`src/rtl/matmul_ctrl_param.sv`:
```
// ---------------------------------------------------------------------------
// matmul_ctrl_param
// Sequencing controller for a matrix-multiply engine computing
// C[MxP] = A[MxN] x B[NxP], or C += A x B when acc_mode is set at start.
// It drives the read/write enables and row-major addresses of the three
// operand memories, and the load/clear strobes of the MAC accumulator.
//
// Ports
//   clk       in   rising-edge clock
//   rst       in   synchronous active-high reset, aborts any operation
//   start     in   begin one full multiply (sampled only in IDLE)
//   acc_mode  in   1: preload old C and accumulate; latched with start
//   a_rEN     out  read enable, memory A
//   b_rEN     out  read enable, memory B
//   c_rEN     out  read enable, memory C (preload)
//   c_wEN     out  write enable, memory C
//   addr_a    out  A address i*N+k
//   addr_b    out  B address k*P+j
//   addr_c    out  C address i*P+j
//   mac_en    out  accumulator captures a product this cycle
//   mac_clr   out  with mac_en: load the product instead of adding
//   acc_ld    out  accumulator loads memory-C read data
//   busy      out  high in every state except IDLE
//   done      out  one-cycle completion pulse
//
// Timing per element: [PRELOAD] ISSUE x N, DRAIN x (1+MUL_LAT), WRITE.
// All outputs are registered; they are set on entry to the state in which
// they must be visible.
// ---------------------------------------------------------------------------
module matmul_ctrl_param #(
    parameter int M       = 4,
    parameter int N       = 3,
    parameter int P       = 4,
    parameter int MUL_LAT = 2,
    parameter int AW      = 8
) (
    input  logic          clk,
    input  logic          rst,
    input  logic          start,
    input  logic          acc_mode,
    output logic          a_rEN,
    output logic          b_rEN,
    output logic          c_rEN,
    output logic          c_wEN,
    output logic [AW-1:0] addr_a,
    output logic [AW-1:0] addr_b,
    output logic [AW-1:0] addr_c,
    output logic          mac_en,
    output logic          mac_clr,
    output logic          acc_ld,
    output logic          busy,
    output logic          done
);

    typedef enum logic [2:0] {
        IDLE,
        PRELOAD,
        ISSUE,
        DRAIN,
        WRITE,
        DONE
    } state_t;

    state_t        state_q;
    logic          acc_mode_q;
    logic [AW-1:0] j_q;         // column of the current C element
    logic [AW-1:0] k_q;         // dot-product index within ISSUE
    logic [AW-1:0] row_a_q;     // i*N, base of the current A row
    logic [AW-1:0] elem_q;      // i*P+j, C address of the current element
    logic [2:0]    drain_q;
    logic          a_ren_q;
    logic          b_ren_q;
    logic          c_ren_q;
    logic          c_wen_q;
    logic          busy_q;
    logic          done_q;
    logic          acc_ld_q;
    logic [AW-1:0] addr_a_q;
    logic [AW-1:0] addr_b_q;
    logic [AW-1:0] addr_c_q;

    // Delay line carrying "a product was read" plus its clear flag
    logic [MUL_LAT:0] mac_pipe_q;
    logic [MUL_LAT:0] clr_pipe_q;

    // Counters for the element that follows the current one
    logic          last_col_d;
    logic          last_elem_d;
    logic [AW-1:0] next_j_d;
    logic [AW-1:0] next_row_d;
    logic [AW-1:0] next_elem_d;

    always_comb begin
        last_col_d  = (j_q == AW'(P - 1));
        last_elem_d = (elem_q == AW'(M * P - 1));
        next_j_d    = last_col_d ? '0 : j_q + AW'(1);
        next_row_d  = last_col_d ? row_a_q + AW'(N) : row_a_q;
        next_elem_d = elem_q + AW'(1);
    end

    always_ff @(posedge clk) begin
        if (rst) begin
            state_q    <= IDLE;
            acc_mode_q <= 1'b0;
            j_q        <= '0;
            k_q        <= '0;
            row_a_q    <= '0;
            elem_q     <= '0;
            drain_q    <= '0;
            a_ren_q    <= 1'b0;
            b_ren_q    <= 1'b0;
            c_ren_q    <= 1'b0;
            c_wen_q    <= 1'b0;
            busy_q     <= 1'b0;
            done_q     <= 1'b0;
            addr_a_q   <= '0;
            addr_b_q   <= '0;
            addr_c_q   <= '0;
        end else begin
            case (state_q)
                IDLE: begin
                    if (start) begin
                        acc_mode_q <= acc_mode;
                        busy_q     <= 1'b1;
                        j_q        <= '0;
                        k_q        <= '0;
                        row_a_q    <= '0;
                        elem_q     <= '0;
                        if (acc_mode) begin
                            state_q  <= PRELOAD;
                            c_ren_q  <= 1'b1;
                            addr_c_q <= '0;
                        end else begin
                            state_q  <= ISSUE;
                            a_ren_q  <= 1'b1;
                            b_ren_q  <= 1'b1;
                            addr_a_q <= '0;
                            addr_b_q <= '0;
                        end
                    end
                end
                PRELOAD: begin
                    c_ren_q  <= 1'b0;
                    state_q  <= ISSUE;
                    a_ren_q  <= 1'b1;
                    b_ren_q  <= 1'b1;
                    addr_a_q <= row_a_q;
                    addr_b_q <= j_q;
                    k_q      <= '0;
                end
                ISSUE: begin
                    if (k_q == AW'(N - 1)) begin
                        a_ren_q <= 1'b0;
                        b_ren_q <= 1'b0;
                        drain_q <= '0;
                        state_q <= DRAIN;
                    end else begin
                        // Next k: A steps along the row, B steps down the column
                        k_q      <= k_q + AW'(1);
                        addr_a_q <= addr_a_q + AW'(1);
                        addr_b_q <= addr_b_q + AW'(P);
                    end
                end
                DRAIN: begin
                    // Last product reaches the accumulator in the final DRAIN cycle
                    if (drain_q == 3'(MUL_LAT)) begin
                        state_q  <= WRITE;
                        c_wen_q  <= 1'b1;
                        addr_c_q <= elem_q;
                    end else begin
                        drain_q <= drain_q + 3'd1;
                    end
                end
                WRITE: begin
                    c_wen_q <= 1'b0;
                    if (last_elem_d) begin
                        state_q <= DONE;
                        done_q  <= 1'b1;
                    end else begin
                        j_q     <= next_j_d;
                        row_a_q <= next_row_d;
                        elem_q  <= next_elem_d;
                        k_q     <= '0;
                        if (acc_mode_q) begin
                            state_q  <= PRELOAD;
                            c_ren_q  <= 1'b1;
                            addr_c_q <= next_elem_d;
                        end else begin
                            state_q  <= ISSUE;
                            a_ren_q  <= 1'b1;
                            b_ren_q  <= 1'b1;
                            addr_a_q <= next_row_d;
                            addr_b_q <= next_j_d;
                        end
                    end
                end
                DONE: begin
                    done_q  <= 1'b0;
                    busy_q  <= 1'b0;
                    state_q <= IDLE;
                end
                default: begin
                    state_q <= IDLE;
                end
            endcase
        end
    end

    // First stage: memory read latency. acc_ld follows c_rEN by that cycle.
    always_ff @(posedge clk) begin
        if (rst) begin
            mac_pipe_q[0] <= 1'b0;
            clr_pipe_q[0] <= 1'b0;
            acc_ld_q      <= 1'b0;
        end else begin
            mac_pipe_q[0] <= a_ren_q;
            // Only the k=0 product restarts the sum, and never when accumulating onto old C
            clr_pipe_q[0] <= a_ren_q && (k_q == '0) && !acc_mode_q;
            acc_ld_q      <= c_ren_q;
        end
    end

    // Remaining stages match the multiplier register depth
    genvar gi;
    generate
        for (gi = 1; gi <= MUL_LAT; gi++) begin : g_mac_pipe
            always_ff @(posedge clk) begin
                if (rst) begin
                    mac_pipe_q[gi] <= 1'b0;
                    clr_pipe_q[gi] <= 1'b0;
                end else begin
                    mac_pipe_q[gi] <= mac_pipe_q[gi-1];
                    clr_pipe_q[gi] <= clr_pipe_q[gi-1];
                end
            end
        end
    endgenerate

    assign a_rEN   = a_ren_q;
    assign b_rEN   = b_ren_q;
    assign c_rEN   = c_ren_q;
    assign c_wEN   = c_wen_q;
    assign addr_a  = addr_a_q;
    assign addr_b  = addr_b_q;
    assign addr_c  = addr_c_q;
    assign mac_en  = mac_pipe_q[MUL_LAT];
    assign mac_clr = clr_pipe_q[MUL_LAT];
    assign acc_ld  = acc_ld_q;
    assign busy    = busy_q;
    assign done    = done_q;

endmodule
```
`config.mk`:
```
export PLATFORM = sky130hd
export DESIGN_NAME = matmul_ctrl_param
export DESIGN_NICKNAME = d
export VERILOG_FILES = /design/src/rtl/matmul_ctrl_param.sv
export SDC_FILE = /design/constraint.sdc
export NUM_CORES = 1
export LEC_CHECK = 0
export ABC_AREA = 1
export ABC_CLOCK_PERIOD_IN_PS = 4400
export CAP_MARGIN = 40
export CORE_MARGIN = 10
export CORE_UTILIZATION = 38
export CTS_CLUSTER_SIZE = 24
export DETAILED_ROUTE_END_ITERATION = 16
export GPL_ROUTABILITY_DRIVEN = 0
export PLACE_DENSITY = 0.67
export SLEW_MARGIN = 20
export SYNTH_ARGS = -nofsm -noshare
export SYNTH_HDL_FRONTEND = slang
export SYNTH_SLANG_ARGS = --single-unit
```
`constraint.sdc`:
```
create_clock -name clk -period 4.4 [get_ports clk]
set_input_delay 1.1 -clock clk [delete_from_list [all_inputs] [get_ports clk]]
set_output_delay 1.1 -clock clk [all_outputs]
set_load 0.05 [all_outputs]
```
# After elaboration in Yosys (flattened, before gate mapping)
# Cells that the tools add are included.
[classes]
addsub = 7
n_eq_ne = 20
muxes = 55
reduce_logical = 25
[op_table]
columns = ["cell", "n"]
rows = [
  ["2-to-1 mux 8 bit", 21],
  ["case mux 8 bit (4 select lines)", 3],
  ["case mux 8 bit (2 select lines)", 3],
  ["adder 8 x 1 -> 8 bit (second input constant)", 4],
  ["case mux 8 bit (3 select lines)", 1],
  ["!= test 2 bit (second input constant)", 11],
  ["2-to-1 mux 3 bit", 6],
  ["AND reduction 6 bit", 3],
  ["== test 8 x 2 -> 1 bit (second input constant)", 2],
  ["case mux 3 bit (5 select lines)", 1],
  ["2-to-1 mux 1 bit", 12],
  ["nonzero test 2 bit", 5],
  ["== test 3 x 2 -> 1 bit (second input constant)", 3],
  ["AND reduction 3 bit", 3],
  ["adder 8 x 2 -> 8 bit (second input constant)", 1],
  ["adder 8 x 3 -> 8 bit (second input constant)", 1],
  ["== test 8 x 4 -> 1 bit (second input constant)", 1],
  ["zero test 8 bit", 1],
  ["AND reduction 2 bit", 4],
  ["== test 3 bit (second input constant)", 2],
  ["case mux 1 bit (2 select lines)", 3],
  ["case mux 3 bit (2 select lines)", 1],
  ["nonzero test 3 bit", 2],
  ["AND reduction 5 bit", 1],
  ["other kinds (10)", 12],
]
[totals]
register_bits = 75
input_bits = 4
output_inout_bits = 33
elab_cells = 129

# Depth between registers and ports, before layout
[logic_depth]
depth_word = 5
depth_mapped = 12
ltp_nobuf = 11

# Worst setup path after synthesis
# No wires, ideal clock.
[synth_path]
kind = "register to output"
startpoint = "register b_ren_q (netlist: b_rEN)"
endpoint = "output b_rEN"
arrival_ns = 0.913
required_ns = 3.300
setup_slack_ns = 2.387
path_stages_with_launch = 2
n_path_buf = 1
path_cell_list = "dfxtp_1 > buf_4"
[synth_lines]
columns = ["element", "line", "source"]
rows = [
  ["start, declared", "72", "logic b_ren_q;"],
  ["start signal, assigned", "111", "b_ren_q <= 1'b0;"],
  ["start signal, assigned", "136", "b_ren_q <= 1'b1;"],
  ["start signal, assigned", "146", "b_ren_q <= 1'b1;"],
  ["end, declared", "42", "output logic b_rEN,"],
]
# No word-level cell between the ends.

# Worst setup path after layout
[layout_path]
startpoint = "register addr_b_q[2] (netlist: addr_b[2])"
endpoint = "output addr_b[2]"
[layout_lines]
columns = ["element", "line", "source"]
rows = [
  ["start, declared", "79", "logic [AW-1:0] addr_b_q;"],
  ["start signal, assigned", "148", "addr_b_q <= j_q;"],
  ["start signal, assigned", "161", "addr_b_q <= addr_b_q + AW'(P);"],
  ["start signal, assigned", "193", "addr_b_q <= next_j_d;"],
  ["end, declared", "46", "output logic [AW-1:0] addr_b,"],
]
# No word-level cell between the ends.

==> reports/qor.yml <==
run_status:
  status: "finished clean"
placed_design:
  place_area_um2: 4520
  place_hpwl_mm: 6.78
  place_ws_ns: 1.28
  port_buffers: 36
logic_synthesis:
  synthMuxAreaShare: 0
  synth-main-ff-cell: "dfxtp_1"
  postSynthAreaPerCell_um2: 6.80
  synthAdderAreaFrac: 0.0305
  synth_top_area_share: 0.367
  seq_area_frac_synth: 0.367
  yosys.area.top_type: "dfxtp_1"
  synth_most_common_cell: "nand2_1"
  synth-xor-area-share: 0
  synth-simple-area-share: 0.352
  synth_top_family_by_area: "simple AND/OR/NAND/NOR gates"
  synth_cell_types: 39
  syn-instance-count: 602
  netlist_area_um2: 4100
  yosys_warnings: 0
  synth_area_leaders: "dfxtp_1, nand2_1, a21oi_1, nor2_1, nand3_1"
  synth-compound-area-share: 0.153
  synth_edf_count: 0
  synth_common_cells: "nand2_1, nor2_1, dfxtp_1, inv_1, a21oi_1"
  ys_ff_latch: 75
  async_flop_share: 0
  synth_nets: 616
grt:
  grt_pass1_wl_mm: 16.3
  grt_use_met2: 0.201
  use_met1: 0.167
  grt_max_degree: 41
  met3_usage: 0.0339
  first_global_vias: 3539
  antenna_found_initial: 0
  top_usage_layer: "met2"
  grt_usage: 0.129
  gr-total-overflow: 0
sta:
  setup_viol: 0
  hold_violations: 0
  worst_pin_slew_ns: 0.773
  rsz0062_at_grt: "no"
  drv_slew: 0
  relSlewSlack: 0.483
  worst_slack_ns: 1.60
  fmax_ghz: 0.357
  final.setup.tns_ns: 0
  final.setup_skew_ns: 0.0114
  final.min_clock_period_ns: 2.80
  finalCritPeriodShare: 0.637
critical_path:
  r2r_slack_ns: 2.17
  path_cells: "clkdlybuf4s50_1"
  worstRegToRegCells: 9
  cp_slowest_cell: "clkdlybuf4s50_1"
  worstSetupPathType: "flop to output port"
  r2r-start: "elem_q[0]$_SDFFE_PP0P_"
  required_ns: 3.30
  end_kind: "output port"
  cpPeakStageDelay_ns: 0.87
  path_buf_inv: 1
  worstPathArrival_ns: 1.70
  r2r_end: "elem_q[7]$_SDFFE_PP0P_"
  path_delay_family: "buffers and inverters"
  startpoint_type: "flop"
  worstPathMaxFanout: 6
pwr:
  p_per_area_nw_per_um2: 579
  leakage_nw: 1.85
  ir_drop_uv: 287
cts:
  insertion_delay_ns: 0.35
  numCtsBuffers: 9
  cts-resized-gates: 0
  cts_tree: "built"
  cts-root-buf: "clkbuf_8"
  clockBufferDepth: 2
  post-cts-setup-buffers: 0
  cts_max_level: 3
  path_clk_slew_ns: 0.08
  clock-sinks: 75
  cts_hold_buf: 0
final_layout:
  drive_gt1_frac: 0.0863
  fin_area_um2: 4720
  fillers: 1083
  final_nets: 646
  num_antenna_cells: 0
  synthToLayoutAreaGrowth_pct: 15.3
die:
  dieHeight_um: 124
  fp.dieW_um: 124
  boundaryPins: 37
  floorplan.rows: 37
  initial_utilization: 0.393
  die_area_um2: 15300
  core_area_um2: 10400
route:
  drt_pass1_iterations: 5
  wire_per_inst_um: 12.4
  vias: 3820
  route.detailed.drc: 0
  vias_per_cell: 4.94
  routed_wl_mm: 9.59
  postRouteAntennaNets: 0
  drtIter0Drc: 319
job:
  max_cap_violations: 0
min_path:
  hold_class: "flop to flop"
  hp-start: "clr_pipe_q[0]$_SDFF_PP0_"
  holdPathEnd: "clr_pipe_q[1]$_SDFF_PP0_"
  hold_depth: 2
registers in the layout, indices dropped and copies added (netlist names), 8 cells and up:
signal and cells:
row_a_q 8, addr_c 8, k_q 8, j_q 8, elem_q 8, addr_b 8
addr_a 8
how the worst max path moves through the flow:
stage | slack (ns) | cells past startpoint | from | end
6_report | 1.60 | 1 | addr_b[2]$_SDFFE_PP0P_ | addr_b[2]
3_5_place_dp | 1.28 | 8 | start | elem_q[7]$_SDFFE_PP0P_
4_1_cts | 1.59 | 1 | addr_b[2]$_SDFFE_PP0P_ | addr_b[2]
2_1_floorplan | 2.39 | 1 | b_rEN$_SDFFE_PP0P_ | b_rEN
5_1_grt | 1.44 | 8 | start | elem_q[7]$_SDFFE_PP0P_
3_3_place_gp | 1.36 | 8 | start | elem_q[7]$_SDFFE_PP0P_
metal layers:
metal	up-vias	wire, um	part of all wire
li1	2025	-	-
met1	1677	4700	0.49
met2	106	4100	0.43
met3	12	663	0.069
met4	0	131	0.014
met5	-	0	0
layout by cell type, fill, tap and decap left out, types with 2 or more instances in the layout:
| master | synthesis | routed |
|---|---|---|
| a21oi_1 | 59 | 59 |
| a21oi_2 | 2 | 2 |
| clkbuf_8 | 0 | 11 |
| clkdlybuf4s50_1 | 0 | 36 |
| clkinv_2 | 0 | 2 |
| dfxtp_1 | 75 | 75 |
| ha_1 | 10 | 10 |
| inv_1 | 65 | 65 |
| inv_2 | 5 | 5 |
| inv_4 | 4 | 4 |
| inv_6 | 0 | 2 |
| nand2_1 | 132 | 132 |
| nand2_2 | 2 | 2 |
| nand2_4 | 3 | 3 |
| nand3_1 | 52 | 52 |
| nand3_2 | 2 | 2 |
| nand3b_1 | 2 | 2 |
| nand4_1 | 9 | 9 |
| nand4_4 | 2 | 2 |
| nor2_1 | 78 | 78 |
| nor2_2 | 2 | 2 |
| nor2_4 | 5 | 5 |
| nor3_1 | 8 | 8 |
| o211ai_1 | 2 | 2 |
| o21ai_0 | 43 | 43 |
| o21ai_1 | 3 | 3 |
| o221ai_1 | 2 | 2 |
| or2_2 | 6 | 6 |
report_power, final:
group          internal, W  total (W)  switching, W
Sequential        0.000839   0.000987      0.000148
Clock             0.000238   0.000504      0.000267
Combinational     0.000373    0.00124      0.000870
Total              0.00145    0.00273       0.00128
logic make-up (layout without fill, tap and decap cells):
logic type               count (synthesis)  count (layout)
buffers and inverters                   93             128
AO/OA/AOI/OAI                          117             117
AND/OR/NAND/NOR                        307             307
flip-flops                              75              75
adder cells (fa/ha/maj)                 10              10
layout make-up:
cell class	count	area, um2	area share
multi-input combinational	434	2190	0.464
sequential	75	1500	0.318
timing repair buffer	38	383	0.0811
inverter	74	288	0.0609
tap	136	170	0.0360
clock buffer	11	151	0.0321
clock inverter	5	35.0	0.00742
per-stage QoR:
stage                     utilization  instances  hold slack (ns)  total power [W]
after floorplan                     -        602            0.388          0.00197
after global placement          0.434        756            0.390          0.00222
after detailed placement        0.434        756            0.396          0.00224
after CTS                       0.452        772            0.410          0.00276
after global routing            0.453        773            0.419          0.00295
final                           0.453        773            0.408          0.00273
Note: power is estimated with default switching activity, not from simulation.
